--- src/rtl/ex_pkg.sv ---
// Shared constants, types and helpers for the OpenMIPS execute stage.
// Opcode and result-class encodings match the decoder's encodings.
package ex_pkg;

  localparam int ALUOP_W  = 8;
  localparam int ALUSEL_W = 3;

  localparam logic        RST_ENABLE    = 1'b1;
  localparam logic        WRITE_ENABLE  = 1'b1;
  localparam logic        WRITE_DISABLE = 1'b0;
  localparam logic [31:0] ZERO_WORD     = 32'h0000_0000;
  localparam logic [4:0]  NOP_REG_ADDR  = 5'b00000;

  localparam logic [ALUOP_W-1:0] EXE_NOP_OP   = 8'b0000_0000;
  localparam logic [ALUOP_W-1:0] EXE_AND_OP   = 8'b0010_0100;
  localparam logic [ALUOP_W-1:0] EXE_OR_OP    = 8'b0010_0101;
  localparam logic [ALUOP_W-1:0] EXE_XOR_OP   = 8'b0010_0110;
  localparam logic [ALUOP_W-1:0] EXE_NOR_OP   = 8'b0010_0111;
  localparam logic [ALUOP_W-1:0] EXE_SLL_OP   = 8'b0111_1100;
  localparam logic [ALUOP_W-1:0] EXE_SRL_OP   = 8'b0000_0010;
  localparam logic [ALUOP_W-1:0] EXE_SRA_OP   = 8'b0000_0011;
  localparam logic [ALUOP_W-1:0] EXE_MOVZ_OP  = 8'b0000_1010;
  localparam logic [ALUOP_W-1:0] EXE_MOVN_OP  = 8'b0000_1011;
  localparam logic [ALUOP_W-1:0] EXE_MFHI_OP  = 8'b0001_0000;
  localparam logic [ALUOP_W-1:0] EXE_MTHI_OP  = 8'b0001_0001;
  localparam logic [ALUOP_W-1:0] EXE_MFLO_OP  = 8'b0001_0010;
  localparam logic [ALUOP_W-1:0] EXE_MTLO_OP  = 8'b0001_0011;
  localparam logic [ALUOP_W-1:0] EXE_MULT_OP  = 8'b0001_1000;
  localparam logic [ALUOP_W-1:0] EXE_MULTU_OP = 8'b0001_1001;

  localparam logic [ALUSEL_W-1:0] EXE_RES_NOP   = 3'b000;
  localparam logic [ALUSEL_W-1:0] EXE_RES_LOGIC = 3'b001;
  localparam logic [ALUSEL_W-1:0] EXE_RES_SHIFT = 3'b010;
  localparam logic [ALUSEL_W-1:0] EXE_RES_MOVE  = 3'b011;

  typedef enum logic [1:0] {
    MULT_IDLE = 2'd0,
    MULT_BUSY = 2'd1,
    MULT_DONE = 2'd2
  } mult_state_e;

  // Magnitude of a two's-complement word; 0x80000000 maps to itself,
  // which is the correct unsigned magnitude.
  function automatic logic [31:0] abs32(input logic [31:0] v);
    return v[31] ? (~v + 32'd1) : v;
  endfunction

endpackage

--- src/rtl/ex_if.sv ---
// Execute-stage bundle: decoded operation in, GPR and HI/LO write-back out.
// The slave side is the execute stage; the master side is the surrounding pipeline.
interface ex_if;
  import ex_pkg::*;

  logic [ALUOP_W-1:0]  aluop_i;
  logic [ALUSEL_W-1:0] alusel_i;
  logic [31:0]         reg1_i;
  logic [31:0]         reg2_i;
  logic [4:0]          wd_i;
  logic                wreg_i;
  logic [31:0]         hi_i;
  logic [31:0]         lo_i;
  logic                mem_whilo_i;
  logic [31:0]         mem_hi_i;
  logic [31:0]         mem_lo_i;
  logic                wb_whilo_i;
  logic [31:0]         wb_hi_i;
  logic [31:0]         wb_lo_i;

  logic [4:0]          wd_o;
  logic                wreg_o;
  logic [31:0]         wdata_o;
  logic                whilo_o;
  logic [31:0]         hi_o;
  logic [31:0]         lo_o;
  logic                stallreq_o;

  modport slave (
    input  aluop_i, alusel_i, reg1_i, reg2_i, wd_i, wreg_i,
    input  hi_i, lo_i, mem_whilo_i, mem_hi_i, mem_lo_i,
    input  wb_whilo_i, wb_hi_i, wb_lo_i,
    output wd_o, wreg_o, wdata_o, whilo_o, hi_o, lo_o, stallreq_o
  );

  modport master (
    output aluop_i, alusel_i, reg1_i, reg2_i, wd_i, wreg_i,
    output hi_i, lo_i, mem_whilo_i, mem_hi_i, mem_lo_i,
    output wb_whilo_i, wb_hi_i, wb_lo_i,
    input  wd_o, wreg_o, wdata_o, whilo_o, hi_o, lo_o, stallreq_o
  );

endinterface

--- src/rtl/ex_mult_iter.sv ---
// Iterative shift-add multiplier: one multiplier bit per cycle on operand
// magnitudes, with the sign applied to the 64-bit accumulator on output.
module mult_iter
  import ex_pkg::*;
#(
  parameter int MULT_ITER = 32
) (
  input  logic        clk,
  input  logic        rst,
  input  logic        start,
  input  logic        signed_op,
  input  logic [31:0] opa,
  input  logic [31:0] opb,
  output logic        busy,
  output logic        done,
  output logic [63:0] result
);

  localparam int CNT_W = (MULT_ITER > 1) ? $clog2(MULT_ITER) : 1;
  localparam logic [CNT_W-1:0] LAST_ITER = CNT_W'(MULT_ITER - 1);

  mult_state_e     state_q, state_d;
  logic [CNT_W-1:0] cnt_q;
  logic [63:0]     acc_q;
  logic [31:0]     mcand_q, mplier_q;
  logic            neg_q;
  logic [31:0]     mag_a, mag_b;

  assign mag_a = signed_op ? abs32(opa) : opa;
  assign mag_b = signed_op ? abs32(opb) : opb;

  always_ff @(posedge clk) begin
    if (rst) state_q <= MULT_IDLE;
    else     state_q <= state_d;
  end

  always_comb begin
    state_d = state_q;
    busy    = 1'b0;
    done    = 1'b0;
    case (state_q)
      MULT_IDLE: begin
        if (start) begin
          busy    = 1'b1;
          state_d = (mag_a == 32'd0 || mag_b == 32'd0) ? MULT_DONE : MULT_BUSY;
        end
      end
      MULT_BUSY: begin
        busy = 1'b1;
        if (cnt_q == LAST_ITER) state_d = MULT_DONE;
      end
      MULT_DONE: begin
        done    = 1'b1;
        state_d = MULT_IDLE;
      end
      default: state_d = MULT_IDLE;
    endcase
  end

  // Operands are captured only on issue; upstream holds them during the stall.
  always_ff @(posedge clk) begin
    if (rst) begin
      cnt_q    <= '0;
      acc_q    <= 64'd0;
      mcand_q  <= 32'd0;
      mplier_q <= 32'd0;
      neg_q    <= 1'b0;
    end else begin
      case (state_q)
        MULT_IDLE: begin
          if (start) begin
            mcand_q  <= mag_a;
            mplier_q <= mag_b;
            neg_q    <= signed_op & (opa[31] ^ opb[31]);
            cnt_q    <= '0;
            acc_q    <= 64'd0;
          end
        end
        MULT_BUSY: begin
          if (mplier_q[cnt_q]) acc_q <= acc_q + ({32'd0, mcand_q} << cnt_q);
          cnt_q <= cnt_q + CNT_W'(1);
        end
        default: ;
      endcase
    end
  end

  assign result = neg_q ? (64'd0 - acc_q) : acc_q;

endmodule

--- src/rtl/ex.sv ---
// OpenMIPS execute stage: combinational logic/shift/move ALU, HI/LO
// forwarding and write-back muxing around an iterative multiplier.
module ex
  import ex_pkg::*;
#(
  parameter int MULT_ITER = 32
) (
  input logic clk,
  input logic rst,
  ex_if.slave bus
);

  logic [31:0] hi_cur, lo_cur;
  logic [31:0] logic_res, shift_res, move_res, wdata;
  logic [4:0]  sa;
  logic        is_mult, is_signed_mult;
  logic        mult_busy, mult_done;
  logic [63:0] mult_res;

  assign sa             = bus.reg1_i[4:0];
  assign is_signed_mult = (bus.aluop_i == EXE_MULT_OP);
  assign is_mult        = is_signed_mult || (bus.aluop_i == EXE_MULTU_OP);

  // Youngest in-flight HI/LO write wins over the architectural copy.
  always_comb begin
    hi_cur = bus.hi_i;
    lo_cur = bus.lo_i;
    if (bus.mem_whilo_i) begin
      hi_cur = bus.mem_hi_i;
      lo_cur = bus.mem_lo_i;
    end else if (bus.wb_whilo_i) begin
      hi_cur = bus.wb_hi_i;
      lo_cur = bus.wb_lo_i;
    end
  end

  always_comb begin
    logic_res = ZERO_WORD;
    shift_res = ZERO_WORD;
    move_res  = ZERO_WORD;
    case (bus.aluop_i)
      EXE_OR_OP:   logic_res = bus.reg1_i | bus.reg2_i;
      EXE_AND_OP:  logic_res = bus.reg1_i & bus.reg2_i;
      EXE_XOR_OP:  logic_res = bus.reg1_i ^ bus.reg2_i;
      EXE_NOR_OP:  logic_res = ~(bus.reg1_i | bus.reg2_i);
      EXE_SLL_OP:  shift_res = bus.reg2_i << sa;
      EXE_SRL_OP:  shift_res = bus.reg2_i >> sa;
      EXE_SRA_OP:  shift_res = $signed(bus.reg2_i) >>> sa;
      EXE_MFHI_OP: move_res  = hi_cur;
      EXE_MFLO_OP: move_res  = lo_cur;
      EXE_MOVN_OP,
      EXE_MOVZ_OP: move_res  = bus.reg1_i;
      default: ;
    endcase
  end

  always_comb begin
    case (bus.alusel_i)
      EXE_RES_LOGIC: wdata = logic_res;
      EXE_RES_SHIFT: wdata = shift_res;
      EXE_RES_MOVE:  wdata = move_res;
      default:       wdata = ZERO_WORD;
    endcase
  end

  mult_iter #(
    .MULT_ITER(MULT_ITER)
  ) u_mult (
    .clk       (clk),
    .rst       (rst),
    .start     (is_mult),
    .signed_op (is_signed_mult),
    .opa       (bus.reg1_i),
    .opb       (bus.reg2_i),
    .busy      (mult_busy),
    .done      (mult_done),
    .result    (mult_res)
  );

  // Everything is forced quiet while reset is held, including the stall request.
  always_comb begin
    bus.wd_o       = NOP_REG_ADDR;
    bus.wreg_o     = WRITE_DISABLE;
    bus.wdata_o    = ZERO_WORD;
    bus.whilo_o    = WRITE_DISABLE;
    bus.hi_o       = ZERO_WORD;
    bus.lo_o       = ZERO_WORD;
    bus.stallreq_o = 1'b0;
    if (rst != RST_ENABLE) begin
      bus.wd_o       = bus.wd_i;
      bus.wreg_o     = is_mult ? WRITE_DISABLE : bus.wreg_i;
      bus.wdata_o    = wdata;
      bus.stallreq_o = mult_busy;
      if (mult_done) begin
        bus.whilo_o           = WRITE_ENABLE;
        {bus.hi_o, bus.lo_o}  = mult_res;
      end else if (bus.aluop_i == EXE_MTHI_OP) begin
        bus.whilo_o = WRITE_ENABLE;
        bus.hi_o    = bus.reg1_i;
        bus.lo_o    = lo_cur;
      end else if (bus.aluop_i == EXE_MTLO_OP) begin
        bus.whilo_o = WRITE_ENABLE;
        bus.hi_o    = hi_cur;
        bus.lo_o    = bus.reg1_i;
      end
    end
  end

endmodule

--- src/flat_wrapper.sv ---
// flat-port wrapper written by rule: the top's interface ports become plain ports
module ex_flat import ex_pkg::*;
#(
  parameter int MULT_ITER = 32
)
  (clk, rst, bus_aluop_i, bus_alusel_i, bus_reg1_i, bus_reg2_i, bus_wd_i, bus_wreg_i, bus_hi_i, bus_lo_i, bus_mem_whilo_i, bus_mem_hi_i, bus_mem_lo_i, bus_wb_whilo_i, bus_wb_hi_i, bus_wb_lo_i, bus_wd_o, bus_wreg_o, bus_wdata_o, bus_whilo_o, bus_hi_o, bus_lo_o, bus_stallreq_o);
  ex_if bus_i ();
  input logic clk;
  input logic rst;
  input wire logic [$bits(bus_i.aluop_i)-1:0] bus_aluop_i;
  input wire logic [$bits(bus_i.alusel_i)-1:0] bus_alusel_i;
  input wire logic [$bits(bus_i.reg1_i)-1:0] bus_reg1_i;
  input wire logic [$bits(bus_i.reg2_i)-1:0] bus_reg2_i;
  input wire logic [$bits(bus_i.wd_i)-1:0] bus_wd_i;
  input wire logic [$bits(bus_i.wreg_i)-1:0] bus_wreg_i;
  input wire logic [$bits(bus_i.hi_i)-1:0] bus_hi_i;
  input wire logic [$bits(bus_i.lo_i)-1:0] bus_lo_i;
  input wire logic [$bits(bus_i.mem_whilo_i)-1:0] bus_mem_whilo_i;
  input wire logic [$bits(bus_i.mem_hi_i)-1:0] bus_mem_hi_i;
  input wire logic [$bits(bus_i.mem_lo_i)-1:0] bus_mem_lo_i;
  input wire logic [$bits(bus_i.wb_whilo_i)-1:0] bus_wb_whilo_i;
  input wire logic [$bits(bus_i.wb_hi_i)-1:0] bus_wb_hi_i;
  input wire logic [$bits(bus_i.wb_lo_i)-1:0] bus_wb_lo_i;
  output wire logic [$bits(bus_i.wd_o)-1:0] bus_wd_o;
  output wire logic [$bits(bus_i.wreg_o)-1:0] bus_wreg_o;
  output wire logic [$bits(bus_i.wdata_o)-1:0] bus_wdata_o;
  output wire logic [$bits(bus_i.whilo_o)-1:0] bus_whilo_o;
  output wire logic [$bits(bus_i.hi_o)-1:0] bus_hi_o;
  output wire logic [$bits(bus_i.lo_o)-1:0] bus_lo_o;
  output wire logic [$bits(bus_i.stallreq_o)-1:0] bus_stallreq_o;
  assign bus_i.aluop_i = bus_aluop_i;
  assign bus_i.alusel_i = bus_alusel_i;
  assign bus_i.reg1_i = bus_reg1_i;
  assign bus_i.reg2_i = bus_reg2_i;
  assign bus_i.wd_i = bus_wd_i;
  assign bus_i.wreg_i = bus_wreg_i;
  assign bus_i.hi_i = bus_hi_i;
  assign bus_i.lo_i = bus_lo_i;
  assign bus_i.mem_whilo_i = bus_mem_whilo_i;
  assign bus_i.mem_hi_i = bus_mem_hi_i;
  assign bus_i.mem_lo_i = bus_mem_lo_i;
  assign bus_i.wb_whilo_i = bus_wb_whilo_i;
  assign bus_i.wb_hi_i = bus_wb_hi_i;
  assign bus_i.wb_lo_i = bus_wb_lo_i;
  assign bus_wd_o = bus_i.wd_o;
  assign bus_wreg_o = bus_i.wreg_o;
  assign bus_wdata_o = bus_i.wdata_o;
  assign bus_whilo_o = bus_i.whilo_o;
  assign bus_hi_o = bus_i.hi_o;
  assign bus_lo_o = bus_i.lo_o;
  assign bus_stallreq_o = bus_i.stallreq_o;
  ex #(.MULT_ITER(MULT_ITER)) u_core (.clk(clk), .rst(rst), .bus(bus_i));
endmodule
--- config.mk ---
export PLATFORM = sky130hd
export DESIGN_NAME = ex_flat
export DESIGN_NICKNAME = d
export VERILOG_FILES = /design/src/rtl/ex_pkg.sv /design/src/rtl/ex_if.sv /design/src/rtl/ex_mult_iter.sv /design/src/rtl/ex.sv /design/src/flat_wrapper.sv
export SDC_FILE = /design/constraint.sdc
export NUM_CORES = 1
export LEC_CHECK = 0
export CORE_MARGIN = 2
export CORE_UTILIZATION = 33
export DETAILED_ROUTE_END_ITERATION = 16
export PLACE_DENSITY_LB_ADDON = 0.08
export SYNTH_ARGS = -nofsm -noshare
export SYNTH_HDL_FRONTEND = slang
export SYNTH_SLANG_ARGS = --single-unit
--- constraint.sdc ---
create_clock -name clk -period 6.81 [get_ports clk]
set_clock_uncertainty 0.1 [all_clocks]
set_input_delay 1.362 -clock clk [delete_from_list [all_inputs] [get_ports clk]]
set_output_delay 1.362 -clock clk [all_outputs]
set_load 0.05 [all_outputs]
==> results of run 1 <==
## synth_stat cells (10+ instances only)
library cell / instances
sky130_fd_sc_hd__a211oi_1: 72
sky130_fd_sc_hd__a21o_1: 36
sky130_fd_sc_hd__a21oi_1: 317
sky130_fd_sc_hd__a221oi_1: 13
sky130_fd_sc_hd__a22o_1: 28
sky130_fd_sc_hd__a22oi_1: 58
sky130_fd_sc_hd__a311oi_1: 11
sky130_fd_sc_hd__a31oi_1: 31
sky130_fd_sc_hd__a32oi_1: 10
sky130_fd_sc_hd__and3_1: 16
sky130_fd_sc_hd__buf_1: 45
sky130_fd_sc_hd__clkbuf_1: 258
sky130_fd_sc_hd__dfxtp_1: 136
sky130_fd_sc_hd__ha_1: 133
sky130_fd_sc_hd__inv_1: 117
sky130_fd_sc_hd__mux2_2: 62
sky130_fd_sc_hd__mux2i_1: 219
sky130_fd_sc_hd__mux4_2: 67
sky130_fd_sc_hd__nand2_1: 259
sky130_fd_sc_hd__nand2b_1: 28
sky130_fd_sc_hd__nand3_1: 46
sky130_fd_sc_hd__nand4_1: 31
sky130_fd_sc_hd__nor2_1: 457
sky130_fd_sc_hd__nor2b_1: 23
sky130_fd_sc_hd__nor3_1: 78
sky130_fd_sc_hd__nor4_1: 14
sky130_fd_sc_hd__o211ai_1: 29
sky130_fd_sc_hd__o21ai_0: 272
sky130_fd_sc_hd__o21bai_1: 14
sky130_fd_sc_hd__o22ai_1: 55
sky130_fd_sc_hd__o31ai_1: 32
sky130_fd_sc_hd__o41ai_1: 19
sky130_fd_sc_hd__or2_2: 13
sky130_fd_sc_hd__or3_1: 37
sky130_fd_sc_hd__or4_1: 17
sky130_fd_sc_hd__xnor2_1: 120
sky130_fd_sc_hd__xor2_1: 52
## worst max-delay path: cells and delay by family, from the launching register on
family	cells	cell delay, ns
AND/OR/NAND/NOR	7	2.87
AO/OA/AOI/OAI	2	0.48
flip-flops	1	0.41
XOR/XNOR	1	0.41
buffers and inverters	1	0.24
## cells in the final DEF, fill, tap and decap left out, types with 62 or more instances in the layout
| cell type | Yosys | layout |
|---|---|---|
| sky130_fd_sc_hd__nand2_1 | 259 | 259 |
| sky130_fd_sc_hd__buf_12 | 0 | 100 |
| sky130_fd_sc_hd__dfxtp_1 | 136 | 131 |
| sky130_fd_sc_hd__mux4_2 | 67 | 67 |
| sky130_fd_sc_hd__o21ai_0 | 272 | 272 |
| sky130_fd_sc_hd__xnor2_1 | 120 | 120 |
| sky130_fd_sc_hd__mux2i_1 | 219 | 219 |
| sky130_fd_sc_hd__clkdlybuf4s50_1 | 0 | 273 |
| sky130_fd_sc_hd__nor2_1 | 457 | 455 |
| sky130_fd_sc_hd__mux2_2 | 62 | 62 |
| sky130_fd_sc_hd__ha_1 | 133 | 133 |
| sky130_fd_sc_hd__inv_1 | 117 | 117 |
| sky130_fd_sc_hd__a21oi_1 | 317 | 317 |
| sky130_fd_sc_hd__a211oi_1 | 72 | 72 |
| sky130_fd_sc_hd__buf_4 | 0 | 124 |
| sky130_fd_sc_hd__nor3_1 | 78 | 73 |
## per-stage QoR
stage / area [sq um] / setup WS, ns / std cells / util [%] / hold slack, ns
final: 29760 / 0.4531 / 4511 / 42.50 / 0.3591
after global routing: 29760 / 0.3586 / 4511 / 42.50 / 0.3807
after CTS: 29760 / 0.5286 / 4508 / 42.49 / 0.3625
after detailed placement: 29130 / 0.6350 / 4476 / 41.60 / 0.3507
after global placement: 29130 / 0.6457 / 4476 / 41.60 / 0.3438
after floorplan: 23350 / 0.6556 / 3339 / - / 0.3332
## worst max path at each step
| stage | start | end | slack (ns) | depth (start not counted) |
|---|---|---|---|---|
| 6_report | u_core.u_mult.acc_q[11] | bus_hi_o[25] | 0.45 | 11 |
| 3_3_place_gp | bus_aluop_i[6] | bus_wdata_o[15] | 0.65 | 11 |
| 4_1_cts | u_core.u_mult.acc_q[11] | bus_hi_o[25] | 0.53 | 11 |
| 2_1_floorplan | bus_reg1_i[0] | bus_wdata_o[26] | 0.66 | 11 |
| 3_5_place_dp | bus_aluop_i[6] | bus_wdata_o[15] | 0.64 | 11 |
| 5_1_grt | u_core.u_mult.acc_q[11] | bus_hi_o[26] | 0.36 | 11 |
## layout make-up
type / count / area (sq um)
Antenna cell: 3 / 7.507
Tap cell: 940 / 1176
Inverter: 119 / 446.7
Timing Repair Buffer: 502 / 5697
Fill cell: 7317 / 40260
Clock inverter: 15 / 201.4
Sequential cell: 136 / 2729
Multi-Input combinational cell: 2779 / 19080
Clock buffer: 17 / 425.4
## sequential cells by signal, summed over array words and instances (netlist names)
signal,count
u_core.u_mult.mcand_q,32
u_core.u_mult.cnt_q,5
u_core.u_mult.state_q,2
u_core.u_mult.neg_q,1
u_core.u_mult.mplier_q,32
u_core.u_mult.acc_q,64
## kinds of logic (layout without fill, tap and decap cells)
kind of cell / count (synthesis) / in the layout / share of synthesized area, %
AO/OA/AOI/OAI: 1065 / 1065 / 28.40
AND/OR/NAND/NOR: 1060 / 1060 / 20.60
buffers and inverters: 424 / 653 / 6.828
multiplexers: 348 / 348 / 18.84
XOR/XNOR: 172 / 172 / 6.453
flip-flops: 136 / 136 / 11.66
adder cells (fa/ha/maj): 134 / 134 / 7.214
other: 0 / 3 / 0
## layer usage
layer  share of wire, %  routed length [microns]
met5              0.057                       76
met3                8.5                    11370
met1                 45                    59870
met4                3.3                     4438
met2                 44                    58660
## power groups by stage
| stage | Clock, mW | Combinational, mW | Sequential [mW] |
|---|---|---|---|
| finish | 0.980 | 1.04 | 0.800 |
| global route | 1.03 | 1.08 | 0.801 |
| CTS | 1.00 | 1.01 | 0.800 |
| detailed placement | 0 | 1.01 | 0.819 |
| global placement | 0 | 1.01 | 0.819 |
| floorplan | 0 | 0.511 | 0.817 |
==> report_table.html, run 1 <==
<table>
<tr><th>Metric</th><th>Value</th></tr>
<tr><th colspan="2">Global route</th></tr>
<tr><td>Met2 capacity usage during global routing</td><td>54.63%</td></tr>
<tr><td>GR Util All Layers</td><td>35.37%</td></tr>
<tr><td>First-pass GRT wire length</td><td>190.8 mm</td></tr>
<tr><td>Grt met1 use</td><td>50.09%</td></tr>
<tr><td>Global route overflow</td><td>0</td></tr>
<tr><td>Vias in the first global route</td><td>26292</td></tr>
<tr><td>Met3 usage in global routing</td><td>5.850%</td></tr>
<tr><td>Largest net degree at the start of global routing</td><td>195</td></tr>
<tr><td>Most heavily used metal layer in global routing</td><td>met2</td></tr>
<tr><td>Initial antenna violation count</td><td>8</td></tr>
<tr><th colspan="2">Pwr</th></tr>
<tr><td>Combinational share of power</td><td>36.8%</td></tr>
<tr><td>Clock power frac</td><td>34.8%</td></tr>
<tr><td>Cell internal pwr</td><td>1.706 mW</td></tr>
<tr><td>Power dissipated by switching net loads</td><td>1.111 mW</td></tr>
<tr><td>Fraction of power spent switching nets</td><td>39.44%</td></tr>
<tr><td>Total power density per cell area</td><td>94.66 nW/um^2</td></tr>
<tr><td>Maximum vdd ir drop</td><td>144.1 uV</td></tr>
<tr><td>Overall power after layout</td><td>2.817 mW</td></tr>
<tr><td>Leakage</td><td>11.37 nW</td></tr>
<tr><td>Flop pwr share</td><td>28.4%</td></tr>
<tr><th colspan="2">Timing</th></tr>
<tr><td>Total Negative Setup Slacks</td><td>0 ns</td></tr>
<tr><td>Unrepaired setup endpoints after global routing</td><td>no</td></tr>
<tr><td>Minimum clock period after layout</td><td>6.357 ns</td></tr>
<tr><td>Headroom to the max-slew limit</td><td>14.77%</td></tr>
<tr><td># setup viols final</td><td>0</td></tr>
<tr><td>Max Fclk</td><td>157.3 MHz</td></tr>
<tr><td>Final Cycle Share</td><td>93.35%</td></tr>
<tr><td>Final number of max-transition violations</td><td>0</td></tr>
<tr><td>Transition at the pin with the smallest max-transition slack</td><td>1.279 ns</td></tr>
<tr><td>Final count of hold timing violations</td><td>0</td></tr>
<tr><th colspan="2">Routing</th></tr>
<tr><td>DRC violation count after routing</td><td>0</td></tr>
<tr><td>Total Wirelength</td><td>134.4 mm</td></tr>
<tr><td>Routed len/inst</td><td>29.80 microns</td></tr>
<tr><td>Routed Antenna Nets</td><td>0</td></tr>
<tr><td>Length of the first detailed-routing pass in iterations</td><td>6</td></tr>
<tr><td>Via density per instance</td><td>6.229</td></tr>
<tr><td>DR vias</td><td>28097</td></tr>
<tr><td>Iter 0 DRT Violations</td><td>3669</td></tr>
<tr><th colspan="2">Floorplanning</th></tr>
<tr><td>Number of ports placed on the die boundary</td><td>381</td></tr>
<tr><td>Area of the core</td><td>70030 sq um</td></tr>
<tr><td>Die extent in y</td><td>270.0 microns</td></tr>
<tr><td>Width of the die</td><td>270.0 microns</td></tr>
<tr><td>Site Rows</td><td>97</td></tr>
<tr><td>Floorplan die area</td><td>72890 sq um</td></tr>
<tr><td>Initial Util</td><td>33.34%</td></tr>
<tr><th colspan="2">Synth</th></tr>
<tr><td>Number of storage elements in the synthesis netlist</td><td>136</td></tr>
<tr><td>Synth Area per Inst</td><td>6.992 sq um</td></tr>
<tr><td>Top cells by area in the synthesized netlist</td><td>sky130_fd_sc_hd__dfxtp_1 12%, sky130_fd_sc_hd__mux2i_1 9.4%, sky130_fd_sc_hd__nor2_1 7.3%, sky130_fd_sc_hd__ha_1 7.1%, sky130_fd_sc_hd__a21oi_1 6.8%</td></tr>
<tr><td>Summed instance area of the synthesized netlist</td><td>23350 sq um</td></tr>
<tr><td>Distinct cell type count of the synthesized netlist</td><td>81</td></tr>
<tr><td>Fraction of registers with async set or reset after synthesis</td><td>0%</td></tr>
<tr><td>Post-synth EDFFs</td><td>0</td></tr>
<tr><td>Net count after synthesis</td><td>3750</td></tr>
<tr><td>Area leader, netlist</td><td>sky130_fd_sc_hd__dfxtp_1</td></tr>
<tr><td>Yosys Warn Count</td><td>0</td></tr>
<tr><td>Share of Yosys cell area claimed by the top area cell type</td><td>11.66%</td></tr>
<tr><td>Portion of the post-synthesis area used by sequential elements</td><td>11.66%</td></tr>
<tr><td>Most used flip-flop cell after synthesis</td><td>sky130_fd_sc_hd__dfxtp_1</td></tr>
<tr><td>Mapped Cells</td><td>3339</td></tr>
<tr><th colspan="2">Critical path</th></tr>
<tr><td>Most prevalent standard cell on the critical path</td><td>sky130_fd_sc_hd__or3_4</td></tr>
<tr><td>Endpoint of the worst register-to-register path</td><td>u_core.u_mult.acc_q[63]</td></tr>
<tr><td>Slowest library cell on the worst path</td><td>sky130_fd_sc_hd__or4_4</td></tr>
<tr><td>Crit path launch type</td><td>register</td></tr>
<tr><td>Critical R2R Launch</td><td>u_core.u_mult.cnt_q[1]</td></tr>
<tr><td>Arrival time reported for the critical path endpoint</td><td>4.89 ns</td></tr>
<tr><td>Worst path max stage delay</td><td>0.59 ns</td></tr>
<tr><td>Worst setup EP type</td><td>output pin</td></tr>
<tr><td>Required time at the endpoint of the critical path</td><td>5.35 ns</td></tr>
<tr><td>Number of cells on the worst reg-to-reg path</td><td>18</td></tr>
<tr><td>Worst setup path class</td><td>reg -&gt; out</td></tr>
<tr><td>Critical path, cell by cell</td><td>or4_4 -&gt; nor4_4 -&gt; or4b_1 -&gt; or3_4 -&gt; or3_1 -&gt; or3_4 -&gt; nand2b_4 -&gt; o31ai_4 -&gt; xor2_1 -&gt; o22ai_1 -&gt; buf_12</td></tr>
<tr><td>Register-to-register path setup slack</td><td>0.63 ns</td></tr>
<tr><td>Largest fanout of any net on the critical path</td><td>7</td></tr>
<tr><th colspan="2">Worst hold path</th></tr>
<tr><td>Hold Crit Depth</td><td>2</td></tr>
<tr><td>Class of the tightest hold or removal check</td><td>reg -&gt; reg</td></tr>
<tr><td>Worst min-delay path startpoint</td><td>u_core.u_mult.mplier_q[0]</td></tr>
<tr><td>Min-Delay Endpoint</td><td>u_core.u_mult.mplier_q[0]</td></tr>
<tr><th colspan="2">CTS</th></tr>
<tr><td>Resize count post-CTS</td><td>0</td></tr>
<tr><td>Setup fix buffers added after clock tree synthesis</td><td>0</td></tr>
<tr><td>Clock latency on the worst-skew pair</td><td>0.46 ns</td></tr>
<tr><td>Hold buffers post-CTS</td><td>0</td></tr>
<tr><td>Clock-pin slew on the worst setup and hold paths</td><td>0.08 ns</td></tr>
<tr><td>Clock tree from TritonCTS</td><td>yes</td></tr>
<tr><td>Root buffer selected by CTS</td><td>sky130_fd_sc_hd__clkbuf_16</td></tr>
<tr><td>CTS Buffer Depth</td><td>2</td></tr>
<tr><td>Number of buffers created by CTS</td><td>17</td></tr>
<tr><td>Number of H-tree branching levels</td><td>4</td></tr>
<tr><td>Clock sink count</td><td>136</td></tr>
<tr><th colspan="2">Place</th></tr>
<tr><td>Final RePlAce weighted congestion</td><td>0.9909</td></tr>
<tr><td>Port Buffers</td><td>380</td></tr>
<tr><td>DPL Wire Length</td><td>109.5 mm</td></tr>
<tr><th colspan="2">Final layout</th></tr>
<tr><td>Final net count</td><td>3966</td></tr>
<tr><td>Fraction of layout instances using a drive strength above 1</td><td>12.28%</td></tr>
<tr><td>Syn-to-layout area delta</td><td>27.49%</td></tr>
<tr><th colspan="2">Outcome</th></tr>
<tr><td>Status</td><td>complete, no violations</td></tr>
<tr><th colspan="2">Run</th></tr>
<tr><td>Count of maximum capacitance violations</td><td>0</td></tr>
</table>
Note: power is estimated with default switching activity, not from simulation.
==> run 2: changes to the inputs <==
Settings changed: SKIP_LAST_GASP set to 1.
==> results of run 2 <==
The final DEF is identical to that of run 1; final timing and power are the same.
